### src/rtl/l8_pkt_arb2.sv
// 2:1 packet-granular round-robin arbiter for l8 Avalon-ST streams.
// Define L8_PKT_ARB_STRICT_PRIO_EN for fixed port0 priority on ties.
module l8_pkt_arb2 #(
  parameter int DATA_W  = 64,
  parameter int EMPTY_W = 3
) (
  input  logic               clk,
  input  logic               xrst,
  input  logic [DATA_W-1:0]  in0_data,
  input  logic               in0_startofpacket,
  input  logic               in0_endofpacket,
  input  logic [EMPTY_W-1:0] in0_empty,
  input  logic               in0_valid,
  output logic               in0_ready,
  input  logic [DATA_W-1:0]  in1_data,
  input  logic               in1_startofpacket,
  input  logic               in1_endofpacket,
  input  logic [EMPTY_W-1:0] in1_empty,
  input  logic               in1_valid,
  output logic               in1_ready,
  output logic [DATA_W-1:0]  to_l8_data,
  output logic               to_l8_startofpacket,
  output logic               to_l8_endofpacket,
  output logic [EMPTY_W-1:0] to_l8_empty,
  output logic               to_l8_valid,
  input  logic               to_l8_ready,
  output logic               grant_idx
);

  localparam logic [1:0] IDLE  = 2'd0;
  localparam logic [1:0] LOCK0 = 2'd1;
  localparam logic [1:0] LOCK1 = 2'd2;

  logic [1:0]         state_q, state_d;
  logic               last_q, last_d;
  logic               gidx_q, gidx_d;
  logic [DATA_W-1:0]  data_q, data_d;
  logic               sop_q, sop_d;
  logic               eop_q, eop_d;
  logic [EMPTY_W-1:0] empty_q, empty_d;
  logic               valid_q, valid_d;

  logic out_adv;
  logic acc0, acc1;
  logic req0, req1;
  logic pick;

  assign out_adv   = ~valid_q | to_l8_ready;
  assign in0_ready = (state_q == LOCK0) & out_adv;
  assign in1_ready = (state_q == LOCK1) & out_adv;
  assign acc0      = in0_valid & in0_ready;
  assign acc1      = in1_valid & in1_ready;
  assign req0      = in0_valid & in0_startofpacket;
  assign req1      = in1_valid & in1_startofpacket;

  // Tie winner: the port that did not win last time.
`ifdef L8_PKT_ARB_STRICT_PRIO_EN
  assign pick = 1'b0;
`else
  assign pick = ~last_q;
`endif

  always_comb begin
    state_d = state_q;
    last_d  = last_q;
    gidx_d  = gidx_q;
    unique case (state_q)
      IDLE: begin
        if (req0 & req1) begin
          state_d = pick ? LOCK1 : LOCK0;
          last_d  = pick;
          gidx_d  = pick;
        end else if (req0) begin
          state_d = LOCK0;
          last_d  = 1'b0;
          gidx_d  = 1'b0;
        end else if (req1) begin
          state_d = LOCK1;
          last_d  = 1'b1;
          gidx_d  = 1'b1;
        end
      end
      LOCK0: begin
        if (acc0 & in0_endofpacket)
          state_d = IDLE;
      end
      LOCK1: begin
        if (acc1 & in1_endofpacket)
          state_d = IDLE;
      end
      default: state_d = IDLE;
    endcase
  end

  always_comb begin
    data_d  = data_q;
    sop_d   = sop_q;
    eop_d   = eop_q;
    empty_d = empty_q;
    valid_d = valid_q;
    if (out_adv) begin
      valid_d = acc0 | acc1;
      unique case (1'b1)
        acc0: begin
          data_d  = in0_data;
          sop_d   = in0_startofpacket;
          eop_d   = in0_endofpacket;
          empty_d = in0_empty;
        end
        acc1: begin
          data_d  = in1_data;
          sop_d   = in1_startofpacket;
          eop_d   = in1_endofpacket;
          empty_d = in1_empty;
        end
        default: ;
      endcase
    end
  end

  always_ff @(posedge clk or negedge xrst) begin
    if (!xrst) begin
      state_q <= IDLE;
      last_q  <= 1'b1;
      gidx_q  <= 1'b0;
      data_q  <= '0;
      sop_q   <= 1'b0;
      eop_q   <= 1'b0;
      empty_q <= '0;
      valid_q <= 1'b0;
    end else begin
      state_q <= state_d;
      last_q  <= last_d;
      gidx_q  <= gidx_d;
      data_q  <= data_d;
      sop_q   <= sop_d;
      eop_q   <= eop_d;
      empty_q <= empty_d;
      valid_q <= valid_d;
    end
  end

  assign to_l8_data          = data_q;
  assign to_l8_startofpacket = sop_q;
  assign to_l8_endofpacket   = eop_q;
  assign to_l8_empty         = empty_q;
  assign to_l8_valid         = valid_q;
  assign grant_idx           = gidx_q;

endmodule

### config.mk
export PLATFORM = sky130hd
export DESIGN_NAME = l8_pkt_arb2
export DESIGN_NICKNAME = d
export VERILOG_FILES = /design/src/rtl/l8_pkt_arb2.sv
export SDC_FILE = /design/constraint.sdc
export NUM_CORES = 1
export LEC_CHECK = 0
export CAP_MARGIN = 10
export CELL_PAD_IN_SITES_DETAIL_PLACEMENT = 1
export CELL_PAD_IN_SITES_GLOBAL_PLACEMENT = 1
export CORE_ASPECT_RATIO = 1.5
export CORE_MARGIN = 2
export CORE_UTILIZATION = 32
export CTS_BUF_LIST = sky130_fd_sc_hd__clkbuf_8
export DETAILED_ROUTE_END_ITERATION = 16
export GPL_TIMING_DRIVEN = 0
export PLACE_DENSITY_LB_ADDON = 0.2
export SLEW_MARGIN = 30
export SYNTH_ARGS = -nofsm -noshare
export SYNTH_HDL_FRONTEND = slang
export SYNTH_SLANG_ARGS = --single-unit
### constraint.sdc
create_clock -name clk -period 4.48 [get_ports clk]
set_input_delay 0.896 -clock clk [delete_from_list [all_inputs] [get_ports clk]]
set_output_delay 0.896 -clock clk [all_outputs]
set_load 0.01 [all_outputs]
==> run_results.csv, run 1 <==
group,metric,value,unit
drt,drc_errors,0,
clock_tree,cts.clk_slew.worst_paths,0.07,ns
clock_tree,numCtsBuffers,9,
cells_and_area,layout.cells.non_filler,625,
setup_path,required,3.58,ns
global_route,grt_use_total,17.19,%
yosys,synth_top_family_by_area,"multiplexers",
worst_hold_path,holdPathEnd,"to_l8_data[3]",
placed_design,place_inst,613,
yosys,synthAdderAreaFrac,0,%
setup_path,worstPathArrival,2.19,ns
timing,hold_viol_final,0,
placed_design,post-dp-hpwl,8606,um
job,cap_violations,0,
worst_hold_path,hp-class,"reg2reg",
yosys,synthArstFlopShare,100.0,%
worst_hold_path,min_path_cells,1,
timing,setup_viol,0,
cells_and_area,fin_util,54.35,%
clock_tree,holdBufCountCts,0,
timing,max_freq,324.1,MHz
setup_path,cp_top_family,"buffers and inverters",
cells_and_area,multi_input_area,1692,um2
timing,skew,0.006025,ns
status,status,"finished clean",
drt,drt_first_pass_iters,4,
drt,vias_per_cell,4.686,
global_route,grt_max_degree,41,
timing,min_period_over_period,68.87,%
yosys,synth_xor_area_share,0,%
drt,drtIter0Drc,39,
yosys,synth-compound-area-share,1.624,%
floorplanning,die_y,135.7,um
yosys,synth_top_area_share,49.39,%
yosys,yosysUniqueCellTypes,21,
yosys,syn_area,3699,um2
floorplanning,start_util,32.41,%
setup_path,cp_common_cell,"clkdlybuf4s50_1",
timing,relSlewSlack,63.95,%
yosys,yosysSeqAreaShare,50.10,%
setup_path,r2r-start,"state_q[0]",
yosys,ys.flop_type,"dfrtp_1",
cells_and_area,syn2layout_area_growth,67.69,%
timing,fin_tns_setup,0,ns
setup_path,critPathMaxFanout,3,
yosys,syn_inst,247,
global_route,grt_pass1_vias,3285,
drt,wl,10580,um
setup_path,r2r_setup_slack,2.61,ns
setup_path,worst_path_largest_cell_delay,0.50,ns
drt,antenna_left,0,
timing,worst_pin_slew,0.5408,ns
power_and_ir_drop,p_per_area,582.4,nW/um2
drt,wire_per_inst,16.92,um
drt,route.vias.total,2929,
yosys,synth_common_cells,"140 x mux2_2, 73 x dfrtp_1, 8 x buf_6, 6 x buf_4",
clock_tree,cts_buffer_depth,2,
yosys,synth-simple-area-share,1.488,%
global_route,antenna_found_initial,0,
cells_and_area,nNetsFinal,617,
worst_hold_path,holdCritStartpoint,"to_l8_data[3]",
clock_tree,cts_num_sinks,74,
global_route,grt-ovfl-total,0,
floorplanning,core_area,11410,um2
setup_path,path_buf_inv,2,
yosys,synth_most_common_cell,"mux2_2",
cells_and_area,regArea,1853,um2
yosys,ys_top_cells_by_area,"dfrtp_1 49%, mux2_2 43%, buf_6 2.4%",
yosys,synth_mux_area_share,42.63,%
yosys,synth_edf_count,0,
clock_tree,post_cts_buffers,0,
setup_path,path_cells,"clkdlybuf4s50_1 > nor2b_1 > nor2_1 > clkdlybuf4s50_1",
cells_and_area,antenna_cells,0,
timing,post-route-min-period,3.085,ns
yosys,synth_top_area_cell,"dfrtp_1",
placed_design,io_buffers,215,
setup_path,r2r_end,"to_l8_data[29]",
setup_path,cp-end-kind,"primary output",
setup_path,critPathKind,"in2out",
power_and_ir_drop,leakagePower,2.493,nW
timing,holdWs,0.5056,ns
cells_and_area,n_fill_cell,1172,
power_and_ir_drop,ir_drop,0.0003034,V
clock_tree,cts-resized-gates,0,
placed_design,place.gp.congestion,0.6838,
setup_path,cp-start-kind,"input pin",
floorplanning,dieArea,12450,um2
cells_and_area,drive_above_1_share,35.79,%
clock_tree,cts_max_level,3,
global_route,grt_first_pass_wirelength,16400,um
yosys,synth_area_per_cell,14.97,um2
clock_tree,insertion_delay,0.33,ns
setup_path,worst_path_max_delay_cell,"clkdlybuf4s50_1",
yosys,synth-seq-cells,74,
floorplanning,rows,48,
yosys,synth_nets,390,
clock_tree,cts-root-buf,"clkbuf_8",
floorplanning,die_w,91.78,um
floorplanning,io_pins,216,
clock_tree,tritoncts,"built",
timing,drv_slew,0,
timing,rsz0062_at_grt,"false",
yosys,yosysWarnings,0,
setup_path,reg2reg_depth,6,
## how the worst max path moves through the flow
stage,from,endpoint,slack (ns),cells past startpoint
after floorplan,to_l8_ready,in1_ready,2.32,2
after global placement,xrst,to_l8_data[35],-0.22,1
after detailed placement,to_l8_ready,in1_ready,1.38,4
after CTS,to_l8_ready,in1_ready,1.37,4
after global routing,to_l8_ready,in1_ready,1.31,4
final,to_l8_ready,in1_ready,1.39,4
## routing by layer
layer,track usage (%),up-vias,wire (um)
met2,33.54,110,6130
met1,15.84,1464,3392
met3,6.678,15,835
met5,0,-,0
li1,-,1340,-
met4,6.219,0,217
## layout make-up
cell class,count,share of cell area (%)
Buffer,15,2.421
Clock buffer,10,2.219
Clock inverter,2,0.1412
Inverter,1,0.06052
Multi-Input combinational cell,157,27.27
Sequential cell,74,29.88
Tap cell,150,3.026
Timing Repair Buffer,216,34.98
## metrics by stage
stage	power (mW)	cell area [um2]	setup WS, ns
finish	3.612	6202	1.395
CTS	3.686	6202	1.374
detailed placement	3.240	6056	1.383
floorplan	2.202	3699	2.324
global placement	3.180	6038	-0.2171
global route	3.844	6202	1.308
## layout by cell type, fill, tap and decap left out, drive strengths merged, types with 2 or more instances in the layout
master and count:
clkdlybuf4s50 214, mux2 140, dfrtp 73, buf 17
clkbuf 10, inv 2, nand2b 2, nand3b 2
nand2 2, a21oi 2
## report_power, final
part           internal, mW  total (mW)  switching (mW)
logic                  1.27        1.99           0.718
clock network         0.201       0.425           0.224
registers              1.02        1.20           0.174
total                  2.50        3.61            1.12
## sequential cells by signal, indices dropped and copies added, names as in the netlist
name	flops
to_l8_data	64
grant_idx	1
to_l8_valid	1
to_l8_empty	3
to_l8_startofpacket	1
state_q	2
last_q	1
to_l8_endofpacket	1
## kinds of logic (layout without fill, tap and decap cells)
| logic type | Yosys count | after routing |
|---|---|---|
| mux | 140 | 140 |
| buf+inv | 16 | 244 |
| simple gates | 10 | 10 |
| flops | 74 | 74 |
| compound gates | 7 | 7 |
No activity file was read; power rests on OpenSTA's default activity.
==> run 2: changes to the inputs <==
CORE_UTILIZATION = 30   (was 32)
clock period = 2.9 ns   (was 4.48 ns; I/O delays follow)
==> run 2 against run 1 <==
  * Sequential cell count did not move
  * Non-clock buffer count is the same
  * Via count fell by 1.1%
  * Clock-buffer cell count down 1
  * Core utilization is 2.6 points lower
  * Design area is 0.32% higher
  * Power grew 55%
==> run_results.csv, run 2 (synthesis gave the netlist of run 1 again) <==
group,metric,value,unit
cells_and_area,final_common_cell,"clkdlybuf4s50_1",
cells_and_area,drive_above_1_share,35.98,%
setup_path,critPathMaxFanout,3,
cells_and_area,finalInstanceArea,6222,um2
setup_path,critPathKind,"in2out",
clock_tree,cts.clk_slew.worst_paths,0.07,ns
power_and_ir_drop,leakagePower,2.508,nW
cells_and_area,antenna_cells,0,
power_and_ir_drop,pwr-share-clk,11.7,%
clock_tree,holdBufCountCts,0,
drt,drtIter0Drc,43,
setup_path,cp_top_family,"buffers and inverters",
status,status,"finished clean",
floorplanning,core_area,12020,um2
clock_tree,cts-root-buf,"clkbuf_8",
cells_and_area,regArea,1853,um2
setup_path,cp-start-kind,"input pin",
setup_path,required,2.32,ns
timing,setup_viol,0,
global_route,grt_use_total,16.70,%
drt,vias_per_cell,4.593,
floorplanning,die_w,94.66,um
power_and_ir_drop,seqPwrFrac,33.0,%
cells_and_area,n_fill_cell,1256,
clock_tree,cts_buffer_depth,2,
drt,wire_per_inst,17.13,um
clock_tree,cts-resized-gates,0,
power_and_ir_drop,internal_power,3.840,mW
placed_design,place.gp.congestion,0.6952,
global_route,grt_pass1_vias,3398,
setup_path,path_depth,4,
worst_hold_path,hp-class,"in2async",
placed_design,post_dp_cell_area,6071,um2
clock_tree,cts_num_sinks,74,
setup_path,worstPathArrival,1.90,ns
cells_and_area,largest_reg_flops,64,
timing,hold_viol_final,0,
job,cap_violations,0,
floorplanning,io_pins,216,
timing,drv_slew,0,
setup_path,reg2reg_depth,6,
power_and_ir_drop,p_switching,1.752,mW
timing,min_period_over_period,85.50,%
global_route,grt_max_degree,49,
clock_tree,post_cts_buffers,0,
setup_path,cp_common_cell,"clkdlybuf4s50_1",
global_route,grt_first_pass_wirelength,17140,um
timing,max_freq,403.3,MHz
floorplanning,rows,49,
placed_design,post-dp-hpwl,8796,um
floorplanning,dieArea,13250,um2
global_route,antenna_found_initial,0,
cells_and_area,multi_input_area,1692,um2
timing,skew,0.007639,ns
global_route,grt-ovfl-total,0,
cells_and_area,fin_util,51.78,%
power_and_ir_drop,ir_drop,0.0003987,V
drt,drc_errors,0,
timing,worst_pin_slew,0.4614,ns
floorplanning,die_y,140.0,um
clock_tree,numCtsBuffers,9,
power_and_ir_drop,switching_share,31.33,%
drt,drt_first_pass_iters,4,
setup_path,path_cells,"clkdlybuf4s50_1 > nor2b_1 > nor3_1 > clkdlybuf4s50_1",
placed_design,io_buffers,215,
clock_tree,cts_max_level,3,
cells_and_area,final_cell_mix,"214 x clkdlybuf4s50_1, 140 x mux2_2, 73 x dfrtp_1, 9 x buf_6, 9 x clkbuf_8",
setup_path,cp-end-kind,"primary output",
timing,post-route-min-period,2.479,ns
setup_path,path_buf_inv,2,
drt,route.vias.total,2898,
floorplanning,start_util,30.78,%
clock_tree,tritoncts,"built",
power_and_ir_drop,pwr-share-comb,55.4,%
power_and_ir_drop,p_per_area,898.6,nW/um2
clock_tree,insertion_delay,0.34,ns
setup_path,worst_path_largest_cell_delay,0.52,ns
timing,rsz0062_at_grt,"false",
cells_and_area,nNetsFinal,617,
cells_and_area,syn2layout_area_growth,68.23,%
timing,relSlewSlack,69.05,%
setup_path,worst_path_max_delay_cell,"clkdlybuf4s50_1",
drt,antenna_left,0,
drt,wl,10810,um
## run 2: cell count changes in the layout (fill, tap and decap cells not counted)
cell,delta
clkbuf_8,-1
buf_12,-1
inv_1,+1
buf_16,+1
clkinv_2,+3
buf_6,+1
buf_4,-1
## run 2: final cells by class
type,instances,area share (%)
Buffer,15,2.413
Clock buffer,9,1.991
Clock inverter,6,0.4424
Inverter,1,0.06033
Multi-Input combinational cell,157,27.19
Sequential cell,74,29.78
Tap cell,153,3.077
Timing Repair Buffer,216,35.05
## run 2: worst register-to-register path, delay by kind of cell (launching register included)
| kind | cells | cell delay (ns) |
|---|---|---|
| flops | 1 | 0.43 |
| buf+inv | 3 | 0.56 |
| compound gates | 1 | 0.26 |
| simple gates | 1 | 0.17 |
| mux | 1 | 0.34 |
## run 2: per-layer routing
layer	GRT usage (%)	vias up	routed length, um	part of all wire [%]
met5	0	-	0	0
met4	4.805	0	164	1.5
met3	4.680	10	750	6.9
met2	33.15	106	6347	59
met1	16.04	1439	3545	33
li1	-	1343	-	-
## run 2: per-stage QoR
step | power [mW] | setup WS [ns] | hold WS [ns] | setup TNS, ns | std cells
after global routing | 5.969 | 0.3533 | 0.09736 | 0 | 631
final | 5.592 | 0.4206 | 0.1003 | 0 | 631
after global placement | 4.921 | -1.540 | 0.4884 | -112.65 | 615
after detailed placement | 5.029 | 0.3961 | 0.4732 | 0 | 616
after CTS | 5.717 | 0.4067 | 0.08986 | 0 | 631
after floorplan | 3.401 | 1.165 | 0.2844 | 0 | 247
## run 2: power by group through the flow
stage	clock network (mW)	registers [mW]	logic, mW
after floorplan	0	2.09	1.31
after global placement	0	1.83	3.09
after detailed placement	0	1.87	3.16
after CTS	0.696	1.85	3.17
after global routing	0.736	1.92	3.31
final	0.653	1.84	3.10
## run 2: path summary, 6_finish.rpt
path                       slack (ns)             end           start
setup / recovery                 0.42       in0_ready     to_l8_ready
hold / removal                   0.10  to_l8_data[38]            xrst
setup reg to reg                 1.03  to_l8_data[29]      state_q[0]
hold reg to reg                  0.51  to_l8_data[25]  to_l8_data[25]
max in group asynchronous        2.24          last_q            xrst
min in group clk                 0.51  to_l8_data[25]  to_l8_data[25]
